**src/rtl/branch_compare_unit_pkg.sv**
```systemverilog
// Shared constants for the branch compare unit.
// Holds the condition-code encodings seen on in_ctrl and the FSM state encodings.
package branch_compare_unit_pkg;

  localparam int unsigned CtrlW = 4;

  // Codes 10-15 are unassigned and resolve as illegal.
  typedef enum logic [CtrlW-1:0] {
    CmpNever            = 4'd0,
    CmpEqual            = 4'd1,
    CmpNotEqual         = 4'd2,
    CmpLessEqualZero    = 4'd3,
    CmpLessThanZero     = 4'd4,
    CmpGreaterEqualZero = 4'd5,
    CmpGreaterThanZero  = 4'd6,
    CmpLessThan         = 4'd7,
    CmpLessThanUnsigned = 4'd8,
    CmpAlways           = 4'd9
  } cmp_ctrl_e;

  typedef enum logic [1:0] {
    StIdle = 2'd0,
    StWait = 2'd1,
    StDone = 2'd2
  } state_e;

endpackage

```
**src/rtl/branch_compare_unit_cmp_eval.sv**
```systemverilog
// Combinational branch-condition evaluator.
// Ports:
//   a, b    : operands, two's complement
//   ctrl    : condition code
//   taken   : condition holds (always 0 for illegal codes)
//   illegal : ctrl is not one of the defined codes
module branch_compare_unit_cmp_eval
  import branch_compare_unit_pkg::*;
#(
  parameter int unsigned WIDTH = 32
) (
  input  logic [WIDTH-1:0] a,
  input  logic [WIDTH-1:0] b,
  input  logic [CtrlW-1:0] ctrl,
  output logic             taken,
  output logic             illegal
);

  logic a_neg;
  logic a_zero;

  // Zero compares look only at the full-width sign bit and an all-zero test.
  assign a_neg  = a[WIDTH-1];
  assign a_zero = (a == '0);

  always_comb begin
    taken   = 1'b0;
    illegal = 1'b0;
    case (ctrl)
      CmpNever:            taken = 1'b0;
      CmpEqual:            taken = (a == b);
      CmpNotEqual:         taken = (a != b);
      CmpLessEqualZero:    taken = a_neg | a_zero;
      CmpLessThanZero:     taken = a_neg;
      CmpGreaterEqualZero: taken = ~a_neg;
      CmpGreaterThanZero:  taken = ~a_neg & ~a_zero;
      CmpLessThan:         taken = ($signed(a) < $signed(b));
      CmpLessThanUnsigned: taken = (a < b);
      CmpAlways:           taken = 1'b1;
      default:             illegal = 1'b1;
    endcase
  end

endmodule

```
**src/rtl/branch_compare_unit.sv**
```systemverilog
// Registered branch-condition resolver.
// Accepts one branch per in_valid/in_ready handshake, holds it while an operand is still
// being forwarded, then presents a registered taken/target result on out_valid/out_ready.
// Ports:
//   clk, reset_n                 : clock, async active-low reset
//   in_valid/in_ready            : request handshake
//   in_ctrl, in_a, in_b          : condition code and operands
//   in_a_pending, in_b_pending   : operand not yet forwarded
//   in_target                    : branch target, passed through
//   flush                        : kills held or arriving branch
//   out_valid/out_ready          : result handshake
//   out_taken, out_target        : registered result
//   illegal_seen                 : sticky, an illegal code was delivered
//   resolved_count, taken_count  : saturating delivery statistics
module branch_compare_unit
  import branch_compare_unit_pkg::*;
#(
  parameter int unsigned WIDTH = 32,
  parameter int unsigned CNT_W = 16
) (
  input  logic             clk,
  input  logic             reset_n,
  input  logic             in_valid,
  output logic             in_ready,
  input  logic [CtrlW-1:0] in_ctrl,
  input  logic [WIDTH-1:0] in_a,
  input  logic [WIDTH-1:0] in_b,
  input  logic             in_a_pending,
  input  logic             in_b_pending,
  input  logic [WIDTH-1:0] in_target,
  input  logic             flush,
  output logic             out_valid,
  input  logic             out_ready,
  output logic             out_taken,
  output logic [WIDTH-1:0] out_target,
  output logic             illegal_seen,
  output logic [CNT_W-1:0] resolved_count,
  output logic [CNT_W-1:0] taken_count
);

  state_e           state_q, state_d;
  logic [CtrlW-1:0] ctrl_q;
  logic [WIDTH-1:0] target_q;
  logic             taken_q;
  logic             illegal_q;
  logic             illegal_seen_q;
  logic [CNT_W-1:0] resolved_q;
  logic [CNT_W-1:0] taken_cnt_q;

  logic             operands_ready;
  logic             accept;
  logic             eval_en;
  logic             deliver;
  logic [CtrlW-1:0] eval_ctrl;
  logic             eval_taken;
  logic             eval_illegal;

  assign operands_ready = ~in_a_pending & ~in_b_pending;
  assign in_ready       = (state_q == StIdle) | ((state_q == StDone) & out_ready);
  assign out_valid      = (state_q == StDone);
  assign accept         = in_valid & in_ready;
  // While waiting the code comes from the held copy; otherwise straight from the request.
  assign eval_ctrl      = (state_q == StWait) ? ctrl_q : in_ctrl;
  assign eval_en        = operands_ready & (accept | (state_q == StWait));
  assign deliver        = out_valid & out_ready & ~flush;

  branch_compare_unit_cmp_eval #(
    .WIDTH (WIDTH)
  ) u_cmp_eval (
    .a       (in_a),
    .b       (in_b),
    .ctrl    (eval_ctrl),
    .taken   (eval_taken),
    .illegal (eval_illegal)
  );

  always_comb begin
    state_d = state_q;
    unique case (state_q)
      StIdle: if (in_valid) state_d = operands_ready ? StDone : StWait;
      StWait: if (operands_ready) state_d = StDone;
      StDone: begin
        if (out_ready) begin
          if (in_valid) state_d = operands_ready ? StDone : StWait;
          else          state_d = StIdle;
        end
      end
      default: state_d = StIdle;
    endcase
    if (flush) state_d = StIdle;
  end

  always_ff @(posedge clk or negedge reset_n) begin
    if (!reset_n) begin
      state_q        <= StIdle;
      ctrl_q         <= '0;
      target_q       <= '0;
      taken_q        <= 1'b0;
      illegal_q      <= 1'b0;
      illegal_seen_q <= 1'b0;
      resolved_q     <= '0;
      taken_cnt_q    <= '0;
    end else begin
      state_q <= state_d;
      if (accept) begin
        ctrl_q   <= in_ctrl;
        target_q <= in_target;
      end
      if (eval_en) begin
        taken_q   <= eval_taken;
        illegal_q <= eval_illegal;
      end
      if (deliver) begin
        illegal_seen_q <= illegal_seen_q | illegal_q;
        if (resolved_q != {CNT_W{1'b1}}) resolved_q <= resolved_q + CNT_W'(1);
        if (taken_q && (taken_cnt_q != {CNT_W{1'b1}})) taken_cnt_q <= taken_cnt_q + CNT_W'(1);
      end
    end
  end

  assign out_taken      = taken_q;
  assign out_target     = target_q;
  assign illegal_seen   = illegal_seen_q;
  assign resolved_count = resolved_q;
  assign taken_count    = taken_cnt_q;

endmodule

```
**config.mk**
```make
export PLATFORM = sky130hd
export DESIGN_NAME = branch_compare_unit
export DESIGN_NICKNAME = d
export VERILOG_FILES = /design/src/rtl/branch_compare_unit_pkg.sv /design/src/rtl/branch_compare_unit_cmp_eval.sv /design/src/rtl/branch_compare_unit.sv
export SDC_FILE = /design/constraint.sdc
export NUM_CORES = 1
export LEC_CHECK = 0
export CORE_MARGIN = 2
export CORE_UTILIZATION = 44
export CTS_CLUSTER_SIZE = 14
export DETAILED_ROUTE_END_ITERATION = 12
export PLACE_DENSITY = 0.8
export SETUP_SLACK_MARGIN = 0.05
export SYNTH_ARGS = -nofsm -noshare
export SYNTH_HDL_FRONTEND = slang
export SYNTH_HIERARCHICAL = 1
export SYNTH_SLANG_ARGS = --single-unit
```
**constraint.sdc**
```tcl
create_clock -name clk -period 2.6 [get_ports clk]
set_input_delay 0.39 -clock clk [delete_from_list [all_inputs] [get_ports clk]]
set_output_delay 0.39 -clock clk [all_outputs]
set_load 0.02 [all_outputs]
```
### Yosys cells after proc, flatten, opt, wreduce, memory -nomap -nowiden

Index checks and enable logic that the tools add are counted.

* add/subtract/negate cells: 2
* multiply operators: 0
* div/mod/pow operators: 0
* order comparisons: 2
* equal/unequal tests: 18
* shifts and indexed selects: 0
* multiplexer cells: 10
* bitwise gates (word level): 15
* reduce and logical (&&, ||, !) cells: 8

Operator list (number)
* $lt A32 B32 Y1: 2
* $add A16 B1 Y16 const B: 2
* $eq A32 B32 Y1: 1
* $logic_not A32 Y1: 1
* $ne A16 B16 Y1 const B: 2
* $ne A32 B32 Y1: 1
* $eq A4 B3 Y1 const B: 4
* $mux W2: 6
* $reduce_or A10 Y1: 1
* $pmux W1 S9: 1
* $eq A4 B2 Y1 const B: 2
* $eq A4 B4 Y1 const B: 2
* $and A1 B1 Y1: 6
* $ne A3 B3 Y1 const B: 2
* $pmux W2 S3: 1
* $not A1 Y1: 5
* $eq A4 B1 Y1 const B: 1
* $logic_not A4 Y1: 1
* $mux W4: 1
* $or A1 B1 Y1: 4
* $reduce_and A2 Y1: 2
* $ne A3 B2 Y1 const B: 1
* $reduce_and A3 Y1: 1
* $eq A2 B1 Y1 const B: 1
* 4 further kinds: 4

* register bits: 73
* bits in latches: 0
* memory bits (writable): 0
* bits in read-only memories: 0
* input port bits: 107
* word-level logic and storage cells: 63
* memories kept: 0

### Longest topological paths before layout

Gate-level depths: netlist (run 1).

* depth in word-level cells: 7
* mapped depth: 11

### Hierarchy

The synthesis (run 1) kept the hierarchy.

By module, submodules not included
* branch_compare_unit: instances 1, cells each 248, area each 3259.4 sq um, seq. area each 1826.8 sq um
* branch_compare_unit_cmp_eval: instances 1, cells each 141, area each 1016.0 sq um, seq. area each 0.0 sq um

### Worst setup path before layout (run 1)

Ideal clock, no wire load.

* kind: input to register
* start: input port in_b[1]
* end: register taken_q (netlist: out_taken)
* setup time: 125 ps
* data arrival time: 2029 ps
* slack: 446 ps
* stages: 10
* path buffers: 0
* cell sequence: inv_1 -> ha_1 -> nor2b_4 -> o211ai_2 -> a21oi_1 -> o311a_1 -> nor3_2 -> xor2_1 -> o211ai_2 -> mux2_2

* longest elaborated chain between the ends: 2
* elaborated cells between the ends (all ways): 5
* those cells by class: order compare (2); eq/ne (2); mux (1)

RTL lines
* start, declared: line branch_compare_unit.sv:27 `input logic [WIDTH-1:0] in_b,`
* $lt A32 B32 Y1, or another cell as far along: line branch_compare_unit_cmp_eval.sv:38 `CmpLessThanUnsigned: taken = (a < b);`
* $pmux W1 S9 *: line branch_compare_unit_cmp_eval.sv:29 `case (ctrl)`
* named net eval_taken: line branch_compare_unit.sv:55 `logic eval_taken;`
* end signal, assigned: line branch_compare_unit.sv:110 `taken_q <= eval_taken;`
* end, declared: line branch_compare_unit.sv:44 `logic taken_q;`

Mark *: on every way through the listed nets, which the timed path passes. The rest lies on a longest branch.
A chain may end at the register's enable or synchronous reset.

### Final worst setup path (run 1)

* start: input port in_b[31]
* end: register taken_q (netlist: out_taken)

Same word-level chain as after synthesis.

==> impl_metrics.tcl, run 1 <==
set metrics [dict create \
    ys_warn_count 6 \
    synthFlopType "dfrtp_1" \
    synthCells 389 \
    period_minus_slack_ns 2.48 \
    crit_fanout 3 \
    fmax_mhz 403 \
    wl_per_cell_um 15.4 \
    final.period_utilization_pct 95.4 \
    powerDensity_nw_per_um2 499 \
    leakagePower_nw 2.99 \
    synth_area_leaders "dfrtp_1, mux2_2, ha_1" \
    clk_pin_slew_worst_paths_ns 0.08 \
    arrival_ns 2.69 \
    fin_cells 717 \
    via_per_inst 5.16 \
    rsz0062_at_grt "no" \
    hpwl_mm 8.58 \
    top_layer_used "met4" \
    crit_path_start "in_b[31]" \
    cp-end-kind "register" \
    portBuffers 174 \
    grt_pass1_vias 3785 \
    nets 724 \
    numCtsBuffers 9 \
    rows 35 \
    h-tree-depth 3 \
    max_cap_viol_count 0 \
    fin_worst_skew_ns 0.00885 \
    drt_iter0_markers 95 \
    grt_usage_pct 20.8 \
    status "finished, final reports clean" \
    syn_area_um2 4280 \
    final_antenna_net_count 0 \
    hold_class "input pin to asynchronous set/reset pin" \
    gp_congestion 0.871 \
    route.vias.total 3698 \
    synth_top_area_cell "dfrtp_1" \
    wl_met2_mm 5.49 \
    wl_met1_mm 4.53 \
    drive_above_1_share_pct 16.5 \
    clk_path_buf_depth 2 \
    cts_tree "built" \
    fin_worst_hold_slack_ns 0.0599 \
    tightestPinTransition_ns 0.609 \
    pin_count 175 \
    wl_mm 11.0 \
    coreArea_um2 9330 \
    antenna_cells 0 \
    layout_commonest_cell "clkdlybuf4s50_1" \
    async_reset_ff_share_pct 100 \
    grt_pass1_wl_mm 17.2 \
    area_growth_pct 52.0 \
    ys_seq_area_share_pct 42.7 \
    synth_edf_count 0 \
    grt-ovfl-total 0 \
    die_h_um 103 \
    worstPathRequired_ns 2.81 \
    drc 0 \
    avgSynthCellArea_um2 11.0 \
    setup_violations 0 \
    fp.dieArea_um2 10500 \
    die_w_um 103 \
    antenna_found_initial 0 \
    layout_common_cells "clkdlybuf4s50_1, dfrtp_1, mux2_2" \
    grt_max_degree 48 \
    maxSlewHeadroom_pct 59.4 \
    worst_skew_pair.late_latency_ns 0.33 \
    setup_tns_ns 0 \
    cts-hold-fix-buffers 0 \
    startpoint_type "input pin" \
    synth_top_cell_area_share_pct 42.7 \
    clock-sinks 73 \
    hold_viol 0 \
    rr_startpoint "state_q[0]" \
    first_pass_iters 4 \
    filler_cell_count 720 \
    place_inst 700 \
    start_util_pct 45.8 \
    critPathKind "input pin to register" \
    dr_wl_met3_um 766 \
    slew_violations 0 \
    synth.net_count 530 \
    synth-seq-cells 73 \
    ys_types 53 \
    clockRootBuffer "clkbuf_8" \
    vdd_drop_max_v 0.000443 \
]
kinds of logic after synthesis:
family	after synthesis	synth area share [%]
AOI/OAI and AO/OA	42	6.88
DFF	73	42.7
and+or+nand+nor	120	17.9
xor gates and xnor gates	31	6.35
adders and majority gates	34	9.95
buffers and inverters	45	4.48
muxes	44	11.7
cells in the mapped netlist (all sizes together), types with 5 or more instances:
master  number
nor3        14
nor4        17
dfrtp       73
o21ai        5
inv         36
mux2        44
nor2        14
xor2        24
xnor2        7
nand3       11
buf          7
ha          34
nand4       22
a21oi       13
nand2       17
routing by layer:
metal	vias to the layer above	track usage, %
li1	1800	-
met5	-	0
met1	1750	24.9
met3	21	5.22
met4	0	8.21
met2	127	36.0
worst max-delay path, cell delays in order:
cell             delay (ns)
clkdlybuf4s50_1        0.46
inv_1                  0.04
ha_1                   0.29
nand4_1                0.21
nor4_4                 0.35
buf_4                  0.17
o311a_1                0.20
nor3_4                 0.06
xor2_1                 0.18
o211ai_2               0.08
mux2_2                 0.26
cell type report:
class	count	area (µm²)	area share (%)
Inverter	36	135	2.08
Tap cell	129	161	2.48
Clock buffer	10	138	2.12
Sequential cell	73	1830	28.1
Multi-Input combinational cell	271	2270	35.0
Timing Repair Buffer	192	1900	29.2
Clock inverter	6	65.1	1.00
power breakdown:
group / internal [mW] / leakage, nW / switching [mW]
sequential: 1.27 / 0.929 / 0.103
clock: 0.471 / 0.103 / 0.418
combinational: 0.555 / 1.96 / 0.431
repair_timing:
| item | in CTS | in global routing |
|---|---|---|
| resized for setup | 0 | 3 |
| hold endpoints to repair | 0 | 0 |
| setup endpoints to repair | 0 | 1 |
| buffers inserted | 0 | 1 |
state kept, by name (all words and copies together) (netlist names):
signal and cells:
out_target 32, state_q 2, illegal_seen 1, taken_count 16
resolved_count 16, out_taken 1, illegal_q 1, ctrl_q 4
metrics by stage:
stage	setup WS (ns)	util (%)	power (mW)	cell area, µm²
2_1_floorplan	0.446	-	1.83	4280
3_3_place_gp	-0.138	67.3	2.34	6270
3_5_place_dp	-0.166	67.3	2.37	6270
4_1_cts	0.189	69.4	3.27	6480
5_1_grt	0.0264	69.7	3.42	6500
6_report	0.118	69.7	3.24	6500
final timing paths:
path	end	slack, ns	depth (start not counted)
max in group asynchronous	taken_count[0]	1.87	2
worst min-delay path	out_target[23]	0.06	1
worst max register to register	out_taken	0.31	9
worst max-delay path	out_taken	0.12	11
min in group clk	illegal_seen	0.48	1
worst min register to register	illegal_seen	0.48	1
No activity file was read; power rests on OpenSTA's default activity.
==> run 2: changes to the inputs <==
Settings changed: REMOVE_ABC_BUFFERS from default to 1.
==> run 2 against run 1 <==
Effect of this change: sequential share of layout area is 0.59 points lower; global-route usage is 0.66 points higher; non-clock buffer count is 2 lower; largest cell class unchanged; die area is the same; largest power group unchanged; hold slack about the same; cell area increased by 2.2%; critical path depth down 2; sequential power is essentially flat; via count up 2.2%; clock skew is 0.0044 ns higher.
==> impl_metrics.tcl, run 2 (synthesis gave the netlist of run 1 again) <==
set metrics [dict create \
    via_per_inst 5.29 \
    final_antenna_net_count 0 \
    wl_mm 11.7 \
    fin_worst_hold_slack_ns 0.0599 \
    drt_iter0_markers 68 \
    route.vias.total 3780 \
    startpoint_type "input pin" \
    max_cap_viol_count 0 \
    critPathKind "input pin to register" \
    status "finished, final reports clean" \
    layout_commonest_cell "clkdlybuf4s50_1" \
    filler_cell_count 698 \
    tightestPinTransition_ns 0.499 \
    area_growth_pct 55.3 \
    h-tree-depth 3 \
    hold_viol 0 \
    fin_area_um2 6640 \
    pre_cts_ws_ns -0.191 \
    hold_class "input pin to asynchronous set/reset pin" \
    nets 722 \
    clock-sinks 73 \
    grt_pass1_vias 3864 \
    vdd_drop_max_v 0.000346 \
    rsz0062_at_grt "no" \
    hpwl_mm 8.79 \
    drive_above_1_share_pct 18.4 \
    largest_reg_flops 32 \
    grt-ovfl-total 0 \
    portBuffers 174 \
    grt_usage_pct 21.5 \
    setup_violations 0 \
    first_pass_iters 4 \
    numCtsBuffers 9 \
    cpPeakStageDelay_ns 0.48 \
    maxSlewHeadroom_pct 66.5 \
    worst_skew_pair.late_latency_ns 0.34 \
    cp-end-kind "register" \
    period_minus_slack_ns 2.45 \
    start_util_pct 45.8 \
    fp.dieArea_um2 10500 \
    gp_congestion 0.835 \
    setup_tns_ns 0 \
    grt_max_degree 74 \
    arrival_ns 2.67 \
    pin_count 175 \
    powerDensity_nw_per_um2 507 \
    worstPathRequired_ns 2.82 \
    fmax_mhz 408 \
    grt_pass1_wl_mm 17.7 \
    die_h_um 103 \
    crit_fanout 4 \
    antenna_found_initial 0 \
    fin_ws_ns 0.151 \
    fin_worst_skew_ns 0.0132 \
    die_w_um 103 \
    antenna_cells 0 \
    slowest_stage "clkdlybuf4s50_1" \
    power_mw 3.36 \
    cts_tree "built" \
    coreArea_um2 9330 \
    rows 35 \
    path_cells "clkdlybuf4s50_1 > ha_4 > nand4_1 > nor4_4 > o311a_1 > nor3_2 > xor2_1 > o211ai_2 > mux2_4" \
    final.period_utilization_pct 94.2 \
    drc 0 \
    slew_violations 0 \
    clk_path_buf_depth 2 \
    clockRootBuffer "clkbuf_8" \
    clk_pin_slew_worst_paths_ns 0.08 \
    post_dp_cell_area_um2 6240 \
    leakagePower_nw 3.08 \
    layout_common_cells "clkdlybuf4s50_1, dfrtp_1, mux2_2" \
    wl_per_cell_um 16.3 \
]
-- run 2: cell types whose count changed in the layout (fill, tap and decap cells not counted), sizes merged --
cell | previous run | this run
buf | 19 | 17
bufinv | 1 | 2
dlymetal6s2s | 0 | 10
clkdlybuf4s50 | 173 | 163
clkinv | 3 | 2
-- run 2: where the power goes --
group	switching (mW)	leakage, nW	internal (mW)
combinational	0.447	2.04	0.568
sequential	0.102	0.929	1.27
clock	0.438	0.107	0.544
-- run 2: final timing paths --
check / start / to / slack [ns] / cells after the start
max in group asynchronous: reset_n / taken_count[3] / 2.22 / 2
worst min register to register: illegal_seen / illegal_seen / 0.46 / 1
worst max-delay path: in_a[18] / out_taken / 0.15 / 9
worst max register to register: state_q[0] / out_taken / 0.31 / 9
worst min-delay path: reset_n / resolved_count[12] / 0.06 / 2
min in group clk: illegal_seen / illegal_seen / 0.46 / 1
-- run 2: repair_timing --
action | 4_1_cts | 5_1_grt
resized for setup | 0 | 28
hold buffers | 0 | 0
endpoints found under the setup margin | 0 | 1
setup buffers | 0 | 3
-- run 2: stage by stage --
stage | std cells | utilization [%]
2_1_floorplan | 380 | -
3_3_place_gp | 696 | 66.9
3_5_place_dp | 696 | 66.9
4_1_cts | 712 | 69.3
5_1_grt | 715 | 71.2
6_report | 715 | 71.2
-- run 2: critical path: cells and delay by family --
kind | cells | cell delay (ns)
compound gates | 2 | 0.36
buf+inv | 1 | 0.48
xor+xnor | 1 | 0.22
mux | 1 | 0.26
fa+ha+maj | 1 | 0.31
simple gates | 3 | 0.65
-- run 2: final cells by class --
type | count | area (µm²) | area share (%)
clock buffers | 10 | 128 | 1.92
clock inverters | 6 | 90.1 | 1.36
inverters | 36 | 135 | 2.04
multi-input cells | 271 | 2390 | 36.0
flip-flops and latches | 73 | 1830 | 27.5
well taps | 129 | 161 | 2.43
repair buffers | 190 | 1910 | 28.7
-- run 2: metal layers --
metal / routed length, µm / GRT usage (%) / vias to the layer above / part of all wire [%]
met4: 224 / 7.18 / 0 / 1.9
met1: 4620 / 25.0 / 1850 / 40
li1: - / - / 1801 / -
met2: 6310 / 39.6 / 109 / 54
met3: 533 / 3.86 / 20 / 4.6
met5: 0 / 0 / - / 0
